==> src/rtl/pipes_pkg.sv <==
// Shared pipeline types: bubble-injection control, hazard FSM states and
// the perf-counter width.
package pipes;

    localparam int unsigned PERF_CNT_W = 32;

    typedef enum logic {
        RESET_CONTINUE = 1'b0,
        RESET_RESET    = 1'b1
    } reset_t;

    typedef enum logic {
        RUN    = 1'b0,
        SQUASH = 1'b1
    } hazard_state_t;

    // A load in EX whose (non-x0) destination is read by the ID instruction.
    function automatic logic is_load_use(
        input logic       ex_is_load,
        input logic       ex_regwrite,
        input logic [4:0] ex_dst,
        input logic       use_rs1,
        input logic [4:0] rs1,
        input logic       use_rs2,
        input logic [4:0] rs2
    );
        return ex_is_load && ex_regwrite && (ex_dst != 5'd0) &&
               ((use_rs1 && (rs1 == ex_dst)) || (use_rs2 && (rs2 == ex_dst)));
    endfunction

endpackage

==> src/rtl/sat_counter.sv <==
// Up-counter with synchronous clear that sticks at all-ones instead of wrapping.
module sat_counter #(
    parameter int unsigned WIDTH = 32
) (
    input  logic             clk,
    input  logic             clear_i,
    input  logic             inc_i,
    output logic [WIDTH-1:0] count_o
);

    logic [WIDTH-1:0] cnt_q, cnt_d;

    always_comb begin
        cnt_d = cnt_q;
        if (clear_i)
            cnt_d = '0;
        else if (inc_i && (cnt_q != '1))
            cnt_d = cnt_q + 1'b1;
    end

    always_ff @(posedge clk) begin
        cnt_q <= cnt_d;
    end

    assign count_o = cnt_q;

endmodule

==> src/rtl/hazard_ctrl.sv <==
// Pipeline hazard controller: prioritised stall/bubble generation, a RUN/SQUASH
// FSM that discards a fetch made stale by a redirect, and stall/flush counters.
module hazard_ctrl
    import pipes::*;
(
    input  logic                  clk,
    input  logic                  reset,
    input  logic [4:0]            id_rs1,
    input  logic [4:0]            id_rs2,
    input  logic                  id_use_rs1,
    input  logic                  id_use_rs2,
    input  logic [4:0]            ex_dst,
    input  logic                  ex_is_load,
    input  logic                  ex_regwrite,
    input  logic                  branch_taken,
    input  logic                  imem_busy,
    input  logic                  dmem_busy,
    output logic                  stall_pc,
    output logic                  stall_IF_ID,
    output logic                  stall_ID_EX,
    output logic                  stall_EX_MEM,
    output reset_t                reset_IF_ID,
    output reset_t                reset_ID_EX,
    output reset_t                reset_MEM_WB,
    output logic [PERF_CNT_W-1:0] stall_cycles,
    output logic [PERF_CNT_W-1:0] flush_count
);

    hazard_state_t state_q, state_d;
    logic          load_use;
    logic          flush_inc;

    assign load_use = is_load_use(ex_is_load, ex_regwrite, ex_dst,
                                  id_use_rs1, id_rs1, id_use_rs2, id_rs2);

    always_comb begin
        stall_pc     = 1'b0;
        stall_IF_ID  = 1'b0;
        stall_ID_EX  = 1'b0;
        stall_EX_MEM = 1'b0;
        reset_IF_ID  = RESET_CONTINUE;
        reset_ID_EX  = RESET_CONTINUE;
        reset_MEM_WB = RESET_CONTINUE;
        if (reset) begin
            reset_IF_ID  = RESET_RESET;
            reset_ID_EX  = RESET_RESET;
            reset_MEM_WB = RESET_RESET;
        end else begin
            if (dmem_busy) begin
                stall_pc     = 1'b1;
                stall_IF_ID  = 1'b1;
                stall_ID_EX  = 1'b1;
                stall_EX_MEM = 1'b1;
                reset_MEM_WB = RESET_RESET;
            end else if (branch_taken) begin
                reset_IF_ID = RESET_RESET;
                reset_ID_EX = RESET_RESET;
            end else if (load_use) begin
                stall_pc    = 1'b1;
                stall_IF_ID = 1'b1;
                reset_ID_EX = RESET_RESET;
            end else if (imem_busy) begin
                stall_pc    = 1'b1;
                reset_IF_ID = RESET_RESET;
            end
            // Squash overlays the above; a new redirect still lets the PC load.
            if (state_q == SQUASH) begin
                reset_IF_ID = RESET_RESET;
                if (imem_busy && !branch_taken)
                    stall_pc = 1'b1;
            end
        end
    end

    always_comb begin
        state_d = state_q;
        if (!dmem_busy) begin
            case (state_q)
                RUN:     if (branch_taken && imem_busy) state_d = SQUASH;
                SQUASH:  if (!branch_taken && !imem_busy) state_d = RUN;
                default: state_d = RUN;
            endcase
        end
    end

    always_ff @(posedge clk) begin
        if (reset)
            state_q <= RUN;
        else
            state_q <= state_d;
    end

    assign flush_inc = branch_taken && !dmem_busy && !reset;

    sat_counter #(.WIDTH(PERF_CNT_W)) u_stall_cnt (
        .clk     (clk),
        .clear_i (reset),
        .inc_i   (stall_pc),
        .count_o (stall_cycles)
    );

    sat_counter #(.WIDTH(PERF_CNT_W)) u_flush_cnt (
        .clk     (clk),
        .clear_i (reset),
        .inc_i   (flush_inc),
        .count_o (flush_count)
    );

endmodule

==> config.mk <==
export PLATFORM = sky130hd
export DESIGN_NAME = hazard_ctrl
export DESIGN_NICKNAME = d
export VERILOG_FILES = /design/src/rtl/pipes_pkg.sv /design/src/rtl/sat_counter.sv /design/src/rtl/hazard_ctrl.sv
export SDC_FILE = /design/constraint.sdc
export NUM_CORES = 1
export LEC_CHECK = 0
export BUFFER_PORTS_ARGS = -buffer_cell sky130_fd_sc_hd__buf_2
export CORE_ASPECT_RATIO = 0.8
export CORE_MARGIN = 3
export CORE_UTILIZATION = 53
export DETAILED_ROUTE_END_ITERATION = 7
export PLACE_DENSITY = 0.88
export SLEW_MARGIN = 25
export SYNTH_ARGS = -nofsm -noshare
export SYNTH_HDL_FRONTEND = slang
export SYNTH_HIERARCHICAL = 1
export SYNTH_SLANG_ARGS = --single-unit
==> constraint.sdc <==
create_clock -name clk -period 4 [get_ports clk]
set_input_delay 0.6 -clock clk [delete_from_list [all_inputs] [get_ports clk]]
set_output_delay 0.6 -clock clk [all_outputs]
set_load 0.03 [all_outputs]
==> flow_metrics.env, run 1 <==
export IMPL_fmax_mhz=325.9
export IMPL_track_usage=0.2429
export IMPL_slew_headroom=0.5141
export IMPL_clkSinkCount=65
export IMPL_critPathBufInv=2
export IMPL_p_per_area_nw_per_um2=286.5
export IMPL_cp_top_family="simple AND/OR/NAND/NOR gates"
export IMPL_routed_wl_mm=9.766
export IMPL_swShare=0.2534
export IMPL_maxCapViolCount=0
export IMPL_synth_nets=458
export IMPL_post_route_drc_count=0
export IMPL_synth_top_family_by_area="simple AND/OR/NAND/NOR gates"
export IMPL_coreArea_um2=6474
export IMPL_final_max_slew_viol_count=0
export IMPL_synthXorXnorAreaFrac=0.05846
export IMPL_die_h_um=79.68
export IMPL_dieArea_um2=7815
export IMPL_hold_viol=0
export IMPL_holdWs_ns=0.4938
export IMPL_routedWlPerCell_um=16.04
export IMPL_power_leakage_nw=1.568
export IMPL_portBuffers=94
export IMPL_ys_warn_count=6
export IMPL_dpl_instance_area_um2=4131
export IMPL_cts_resized=0
export IMPL_yosysSeqAreaShare=0.3619
export IMPL_yosys_area_share_adder=0.006959
export IMPL_async_flop_share=0
export IMPL_start_kind="primary input"
export IMPL_top_usage_layer="met2"
export IMPL_cts_root_buffer="clkbuf_8"
export IMPL_tightest_slew_ns=0.7233
export IMPL_fin_skew_ns=0.01064
export IMPL_synthToLayoutAreaGrowth_pct=19.97
export IMPL_arrival_ns=3.30
export IMPL_first_pass_iters=5
export IMPL_rsz0062_at_grt="no"
export IMPL_ant_nets=0
export IMPL_cts_setup_buffers=0
export IMPL_power_frac_clock=0.405
export IMPL_grt_pass1_vias=3371
export IMPL_syn_inst=432
export IMPL_cts_hold_buf=0
export IMPL_hpwl_mm=6.944
export IMPL_grtUsageMet3=0.06725
export IMPL_grtUsageMet2=0.3954
export IMPL_p_sw_w=0.0003132
export IMPL_crit_type="primary input to register"
export IMPL_netlist_area_um2=3596
export IMPL_tns_ns=0
export IMPL_cp_max_fo=6
export IMPL_finalSetupViolCount=0
export IMPL_grt_pass1_wl_mm=15.74
export IMPL_antenna_found_initial=0
export IMPL_fin_area_um2=4314
export IMPL_pin_count=95
export IMPL_grt_overflow=0
export IMPL_combPwrFrac=0.066
export IMPL_die_w_um=98.09
export IMPL_synthFlopType="dfxtp_1"
export IMPL_synth_compound_area_frac=0.1949
export IMPL_worstPathCellList="buf_2, xnor2_1, nand4_1, o22ai_1, o2111ai_2, a21oi_1, buf_4, nand4_1, nor4_2, nand4_1, nor4_1, mux2_2"
export IMPL_synth_area_leaders="dfxtp_1 36%, a21oi_1 6.5%, xnor2_1 5.4%"
export IMPL_drive_above_1_share=0.2552
export IMPL_syn_area_per_cell_um2=8.324
export IMPL_grt_start_max_net_pins=73
export IMPL_n_antenna_cell=0
export IMPL_via_count=3835
export IMPL_drt_iter0_drc=425
export IMPL_muxShareOfSynthArea=0.01809
export IMPL_peakVddDrop_mv=0.1794
export IMPL_start_util=0.5555
export IMPL_clkTransAtPathRegs_ns=0.07
export IMPL_hold_path_class="register to register"
export IMPL_cts_buffers=9
export IMPL_synth_seq_cells=65
export IMPL_final_common_cell="buf_2"
export IMPL_via_per_inst=6.297
export IMPL_synthSimpleGateAreaFrac=0.3264
export IMPL_grt_util_met1=0.3126
export IMPL_slowest_stage="nor4_2"
export IMPL_synth_top_area_frac=0.3619
export IMPL_finalNetCount=546
export IMPL_period_needed_ns=3.068
export IMPL_clk_path_buf_depth=2
export IMPL_cp_end_kind="register"
export IMPL_final_cell_mix="94 x buf_2, 65 x dfxtp_1, 47 x a21oi_1, 31 x nor2_1, 26 x nand3_1"
export IMPL_rows=26
export IMPL_required_ns=4.23
export IMPL_synth_top_cell_by_area="dfxtp_1"
export IMPL_cp_common_cell="nand4_1"
export IMPL_seq_power_share=0.529
export IMPL_ys_types=46
export IMPL_gp_routability_congestion=0.9426
export IMPL_p_int_w=0.0009230
export IMPL_fin_crit_sh=0.7671
export IMPL_clk_latency_ns=0.35
export IMPL_worst_path_largest_cell_delay_ns=0.59
export IMPL_synth_edf_count=0
export IMPL_outcome="completed"
export IMPL_h_tree_depth=3
export IMPL_cts_tree="yes"
-- per-stage QoR --
| stage | setup slack, ns | cells | util | power (W) |
|---|---|---|---|---|
| 3_5_place_dp | 0.6766 | 593 | 0.6382 | 0.0007500 |
| 5_1_grt | 0.7379 | 609 | 0.6664 | 0.001281 |
| 2_1_floorplan | 0.3722 | 432 | - | 0.0007192 |
| 4_1_cts | 0.9697 | 609 | 0.6651 | 0.001245 |
| 6_report | 0.9317 | 609 | 0.6664 | 0.001236 |
| 3_3_place_gp | 0.8569 | 593 | 0.6382 | 0.0007475 |
-- sequential cells by signal, indices dropped and copies added, names as in the netlist --
register,cells
u_stall_cnt/count_o,32
u_flush_cnt/count_o,32
state_q,1
-- tightest hold or removal path, delay by kind of cell (launching register included) --
family	cells	cell delay [ns]
flops	1	0.33
compound gates	2	0.13
-- metal layers --
| metal | up-vias | wire (um) |
|---|---|---|
| met5 | - | 0 |
| met4 | 0 | 187 |
| met3 | 20 | 825 |
| met2 | 185 | 4457 |
| met1 | 1798 | 4296 |
| li1 | 1832 | - |
-- logic make-up (layout without fill, tap and decap cells) --
logic type,Yosys count,in the layout
muxes,6,6
buffers and inverters,29,122
adders and majority gates,2,2
AOI/OAI and AO/OA,108,108
xor gates and xnor gates,24,24
DFF,65,65
and+or+nand+nor,198,198
-- path summary, 6_finish.rpt --
check,from,end,slack (ns),cells past startpoint
max reg2reg,u_stall_cnt/count_o[21]$_SDFFE_PP0P_,u_stall_cnt/count_o[13]$_SDFFE_PP0P_,1.50,6
min,u_stall_cnt/count_o[15]$_SDFFE_PP0P_,u_stall_cnt/count_o[15]$_SDFFE_PP0P_,0.49,2
min reg2reg,u_stall_cnt/count_o[15]$_SDFFE_PP0P_,u_stall_cnt/count_o[15]$_SDFFE_PP0P_,0.49,2
max,ex_dst[2],u_stall_cnt/count_o[31]$_SDFFE_PP0P_,0.93,12
-- power groups by stage --
stage          sequential, W  clock [W]  combinational [W]
2_1_floorplan       0.000673          0          0.0000465
3_3_place_gp        0.000669          0          0.0000785
3_5_place_dp        0.000669          0          0.0000809
4_1_cts             0.000654   0.000509          0.0000812
5_1_grt             0.000655   0.000539          0.0000874
6_report            0.000654   0.000501          0.0000812
-- Yosys cell counts (all sizes together) (3+ instances only) --
cell type	instances
nand2	22
and4	8
mux2	4
o31ai	24
a21oi	47
nor3	4
buf	7
nand3	28
nor2b	5
nor2	31
or3	22
or2	3
xnor2	22
or4	25
a2111oi	4
clkbuf	16
nand4	22
o21ai	18
nor4	10
and3	8
a21o	3
dfxtp	65
inv	6
nor3b	4
-- layout make-up --
type / instances / area (um2)
Sequential cell: 65 / 1301
Inverter: 6 / 22.52
Fill cell: 529 / 2160
Timing Repair Buffer: 100 / 515.5
Clock inverter: 4 / 28.78
Multi-Input combinational cell: 338 / 2196
Clock buffer: 12 / 145.1
Tap cell: 84 / 105.1
Power figures use the tool's default switching activity.
==> run 2, diff against run 1 <==
--- a/config.mk
+++ b/config.mk
@@ -8,9 +8,9 @@
 export BUFFER_PORTS_ARGS = -buffer_cell sky130_fd_sc_hd__buf_2
 export CORE_ASPECT_RATIO = 0.8
 export CORE_MARGIN = 3
-export CORE_UTILIZATION = 53
+export CORE_UTILIZATION = 48
 export DETAILED_ROUTE_END_ITERATION = 7
-export PLACE_DENSITY = 0.88
+export PLACE_DENSITY = 0.85
 export SLEW_MARGIN = 25
 export SYNTH_ARGS = -nofsm -noshare
 export SYNTH_HDL_FRONTEND = slang
==> constraint.sdc (replaced) <==
create_clock -name clk -period 2.7 [get_ports clk]
set_input_delay 0.405 -clock clk [delete_from_list [all_inputs] [get_ports clk]]
set_output_delay 0.405 -clock clk [all_outputs]
set_load 0.03 [all_outputs]
==> flow_metrics.env, run 2 (synthesized netlist as in run 1, its figures left out) <==
export IMPL_cts_resized=0
export IMPL_reg2reg_slack_ns=0.27
export IMPL_finalNetCount=559
export IMPL_antenna_found_initial=0
export IMPL_final_max_slew_viol_count=0
export IMPL_fmax_mhz=399.4
export IMPL_arrival_ns=2.74
export IMPL_cp_max_fo=6
export IMPL_final_cell_mix="94 x buf_2, 65 x dfxtp_1, 46 x a21oi_1, 31 x nor2_1, 26 x nand3_1"
export IMPL_coreArea_um2=7061
export IMPL_rsz0062_at_grt="no"
export IMPL_portBuffers=94
export IMPL_crit_type="primary input to register"
export IMPL_ant_nets=0
export IMPL_grt_pass1_vias=3492
export IMPL_p_per_area_nw_per_um2=405.9
export IMPL_via_count=3817
export IMPL_period_needed_ns=2.504
export IMPL_hold_viol=0
export IMPL_post_route_drc_count=0
export IMPL_h_tree_depth=3
export IMPL_rows=27
export IMPL_setup_ws_ns=0.1961
export IMPL_r2r_end="u_stall_cnt/count_o[30]$_SDFFE_PP0P_"
export IMPL_maxCapViolCount=0
export IMPL_pin_count=95
export IMPL_worst_hold_path_endpoint="state_q$_SDFFE_PP0N_"
export IMPL_via_per_inst=6.137
export IMPL_hold_path_class="primary input to register"
export IMPL_final_common_cell="buf_2"
export IMPL_peakVddDrop_mv=0.2865
export IMPL_start_util=0.5093
export IMPL_track_usage=0.2309
export IMPL_clkSinkCount=65
export IMPL_hpwl_mm=7.317
export IMPL_grt_pass1_wl_mm=16.20
export IMPL_grt_overflow=0
export IMPL_timing_rr_start="u_stall_cnt/count_o[13]$_SDFFE_PP0P_"
export IMPL_whs_path_depth=3
export IMPL_tns_ns=0
export IMPL_routed_wl_mm=9.961
export IMPL_die_w_um=102.8
export IMPL_slew_headroom=0.4988
export IMPL_cts_buffers=9
export IMPL_dp_slack_ns=-0.1604
export IMPL_required_ns=2.93
export IMPL_outcome="completed"
export IMPL_cts_tree="yes"
export IMPL_n_antenna_cell=0
export IMPL_fin_crit_sh=0.9274
export IMPL_first_pass_iters=4
export IMPL_gp_routability_congestion=0.8981
export IMPL_min_from="branch_taken"
export IMPL_start_kind="primary input"
export IMPL_cts_setup_buffers=0
export IMPL_clk_path_buf_depth=2
export IMPL_reg2regPathDepth=5
export IMPL_clkTransAtPathRegs_ns=0.07
export IMPL_grt_start_max_net_pins=73
export IMPL_cts_hold_buf=0
export IMPL_fin_skew_ns=0.005102
export IMPL_power_leakage_nw=1.644
export IMPL_drt_iter0_drc=273
export IMPL_cp_end_kind="register"
export IMPL_routedWlPerCell_um=16.01
export IMPL_cts_root_buffer="clkbuf_8"
export IMPL_dieArea_um2=8573
export IMPL_tightest_slew_ns=0.7519
export IMPL_drive_above_1_share=0.2766
export IMPL_finalSetupViolCount=0
export IMPL_clk_latency_ns=0.34
export IMPL_holdWs_ns=0.3648
export IMPL_die_h_um=83.42
export IMPL_synthToLayoutAreaGrowth_pct=23.07
==> run 2: how the worst max path moves through the flow <==
| stage | start | to |
|---|---|---|
| 6_report | ex_dst[2] | u_stall_cnt/count_o[31]$_SDFFE_PP0P_ |
| 5_1_grt | ex_dst[0] | u_stall_cnt/count_o[31]$_SDFFE_PP0P_ |
| 4_1_cts | ex_dst[2] | u_stall_cnt/count_o[31]$_SDFFE_PP0P_ |
| 3_5_place_dp | ex_dst[2] | u_stall_cnt/count_o[31]$_SDFFE_PP0P_ |
| 3_3_place_gp | ex_dst[2] | u_stall_cnt/count_o[31]$_SDFFE_PP0P_ |
| 2_1_floorplan | ex_dst[3] | u_stall_cnt/count_o[31]$_SDFFE_PP0P_ |
==> run 2: worst max-delay path, cell delays in order <==
cell,delay [ns]
buf_2,0.13
xnor2_2,0.16
nand4_1,0.11
o22ai_1,0.21
o2111ai_2,0.17
a21oi_4,0.21
nand4_1,0.24
nor4_4,0.36
nand4_1,0.15
nor4_1,0.22
mux2_2,0.37
==> run 2: metrics by stage <==
step	power (W)	util	instances	cell area, um2
after global placement	0.001121	0.6055	609	4275
final	0.001797	0.6268	622	4425
after CTS	0.001813	0.6268	622	4425
after detailed placement	0.001125	0.6055	609	4275
after global routing	0.001874	0.6268	622	4425
after floorplan	0.001070	-	432	3638
==> run 2: layout make-up <==
class | instances | area [um2]
Inverter | 6 | 22.52
Timing Repair Buffer | 113 | 613.1
Clock buffer | 12 | 145.1
Multi-Input combinational cell | 338 | 2230
Tap cell | 87 | 108.9
Fill cell | 641 | 2635
Clock inverter | 1 | 5.005
Sequential cell | 65 | 1301
==> run 2: layer usage <==
layer	vias to the layer above	global-route usage	routed length (um)
met3	11	0.06717	730
met5	-	0	0
met4	0	0.05176	91
li1	1859	-	-
met2	129	0.3599	4579
met1	1818	0.3145	4560
==> run 2: power by group <==
| part | switching, W | internal, W |
|---|---|---|
| logic | 0.0000815 | 0.0000529 |
| clock network | 0.000352 | 0.000342 |
| registers | 0.00000456 | 0.000963 |
| total | 0.000438 | 0.00136 |
==> run 3, diff against run 2 <==
--- a/config.mk
+++ b/config.mk
@@ -8,9 +8,10 @@
 export BUFFER_PORTS_ARGS = -buffer_cell sky130_fd_sc_hd__buf_2
 export CORE_ASPECT_RATIO = 0.8
 export CORE_MARGIN = 3
-export CORE_UTILIZATION = 48
+export CORE_UTILIZATION = 43
 export DETAILED_ROUTE_END_ITERATION = 7
-export PLACE_DENSITY = 0.85
+export PLACE_DENSITY = 0.78
+export REMOVE_ABC_BUFFERS = 1
 export SLEW_MARGIN = 25
 export SYNTH_ARGS = -nofsm -noshare
 export SYNTH_HDL_FRONTEND = slang
==> flow_metrics.env, run 3 (synthesized netlist as in run 1, its figures left out) <==
export IMPL_outcome="completed"
export IMPL_tns_ns=0
export IMPL_start_kind="primary input"
export IMPL_maxCapViolCount=0
export IMPL_clkSinkCount=65
export IMPL_start_util=0.4484
export IMPL_die_h_um=87.80
export IMPL_critPathBufInv=2
export IMPL_final_max_slew_viol_count=0
export IMPL_cts_buffers=9
export IMPL_crit_type="primary input to register"
export IMPL_grt_pass1_vias=3571
export IMPL_track_usage=0.2151
export IMPL_cts_resized=0
export IMPL_coreArea_um2=8019
export IMPL_required_ns=2.94
export IMPL_hpwl_mm=7.385
export IMPL_cts_setup_buffers=0
export IMPL_hold_viol=0
export IMPL_clk_path_buf_depth=2
export IMPL_p_sw_w=0.0004475
export IMPL_clk_latency_ns=0.34
export IMPL_period_needed_ns=2.500
export IMPL_power_frac_clock=0.400
export IMPL_final_cell_mix="94 x buf_2, 65 x dfxtp_1, 46 x a21oi_1, 31 x nor2_1, 26 x nand3_1"
export IMPL_routed_wl_mm=10.17
export IMPL_cts_root_buffer="clkbuf_8"
export IMPL_peakVddDrop_mv=0.2111
export IMPL_tightest_slew_ns=0.7223
export IMPL_portBuffers=94
export IMPL_combPwrFrac=0.070
export IMPL_reg2regPathDepth=5
export IMPL_first_pass_iters=4
export IMPL_arrival_ns=2.74
export IMPL_cts_tree="yes"
export IMPL_regArea_um2=1301
export IMPL_slowest_stage="mux2_2"
export IMPL_grt_pass1_wl_mm=16.50
export IMPL_multi_input_area_um2=2213
export IMPL_final_common_cell="buf_2"
export IMPL_worst_path_largest_cell_delay_ns=0.37
export IMPL_fmax_mhz=400.0
export IMPL_via_per_inst=5.873
export IMPL_cp_top_family="simple AND/OR/NAND/NOR gates"
export IMPL_cp_depth=12
export IMPL_hold_path_class="primary input to register"
export IMPL_p_per_area_nw_per_um2=408.2
export IMPL_fin_skew_ns=0.009934
export IMPL_grt_overflow=0
export IMPL_swShare=0.2446
export IMPL_setup_ws_ns=0.1997
export IMPL_gp_routability_congestion=0.8976
export IMPL_routedWlPerCell_um=15.74
export IMPL_clkTransAtPathRegs_ns=0.07
export IMPL_post_route_drc_count=0
export IMPL_p_int_w=0.001382
export IMPL_n_antenna_cell=0
export IMPL_drive_above_1_share=0.2825
export IMPL_whs_path_depth=3
export IMPL_cts_hold_buf=0
export IMPL_rsz0062_at_grt="no"
export IMPL_worstPathCellList="buf_2, xnor2_1, nand4_1, o22ai_2, o2111ai_2, a21oi_2, nand4_1, buf_4, nor4_4, nand4_1, nor4_1, mux2_2"
export IMPL_finalSetupViolCount=0
export IMPL_cp_max_fo=10
export IMPL_final_cells=646
export IMPL_synthToLayoutAreaGrowth_pct=24.63
export IMPL_seq_power_share=0.530
export IMPL_slew_headroom=0.5184
export IMPL_cp_end_kind="register"
export IMPL_dieArea_um2=9503
export IMPL_rows=29
export IMPL_dp_slack_ns=-0.2144
export IMPL_antenna_found_initial=0
export IMPL_power_leakage_nw=1.652
export IMPL_grt_start_max_net_pins=72
export IMPL_post_place_cells=632
export IMPL_ant_nets=0
export IMPL_h_tree_depth=3
export IMPL_via_count=3794
export IMPL_cp_common_cell="nand4_1"
export IMPL_drt_iter0_drc=199
export IMPL_fin_util=0.5589
export IMPL_die_w_um=108.2
export IMPL_fill_cells=739
export IMPL_holdWs_ns=0.3581
export IMPL_fin_crit_sh=0.9260
export IMPL_finalNetCount=561
export IMPL_pin_count=95
run 3: power groups by stage:
| stage | Clock, W | Combinational [W] | Sequential (W) |
|---|---|---|---|
| 2_1_floorplan | 0 | 0.0000547 | 0.000997 |
| 3_3_place_gp | 0 | 0.000120 | 0.000991 |
| 3_5_place_dp | 0 | 0.000125 | 0.000991 |
| 4_1_cts | 0.000754 | 0.000126 | 0.000969 |
| 5_1_grt | 0.000792 | 0.000139 | 0.000969 |
| 6_report | 0.000731 | 0.000129 | 0.000969 |
run 3: layout make-up:
| class | instances | share of cell area |
|---|---|---|
| Multi-Input combinational cell | 338 | 0.4939 |
| Clock inverter | 3 | 0.003908 |
| Sequential cell | 65 | 0.2903 |
| Tap cell | 108 | 0.03015 |
| Inverter | 6 | 0.005025 |
| Timing Repair Buffer | 115 | 0.1429 |
| Clock buffer | 11 | 0.03378 |
run 3: tightest hold or removal path: cells and delay by family:
family	cells	cell delay, ns
buf+inv	1	0.12
compound gates	2	0.13
run 3: per-layer routing:
layer / global-route usage / wire length (um) / up-vias
met4: 0.07798 / 178 / 0
met3: 0.04864 / 572 / 18
met1: 0.2691 / 4423 / 1808
li1: - / - / 1854
met5: 0 / 0 / -
met2: 0.3663 / 4992 / 114
run 3: metrics by stage:
| step | total power [W] | instance area (um2) |
|---|---|---|
| floorplan | 0.001051 | 3498 |
| global placement | 0.001111 | 4287 |
| detailed placement | 0.001116 | 4287 |
| CTS | 0.001848 | 4456 |
| global route | 0.001900 | 4482 |
| finish | 0.001829 | 4482 |
run 3: final timing paths:
path,from,endpoint,slack [ns]
setup reg to reg,u_flush_cnt/count_o[13]$_SDFFE_PP0P_,u_flush_cnt/count_o[30]$_SDFFE_PP0P_,0.35
setup / recovery,ex_dst[2],u_stall_cnt/count_o[31]$_SDFFE_PP0P_,0.20
hold / removal,branch_taken,state_q$_SDFFE_PP0N_,0.36
hold reg to reg,u_flush_cnt/count_o[23]$_SDFFE_PP0P_,u_flush_cnt/count_o[23]$_SDFFE_PP0P_,0.51
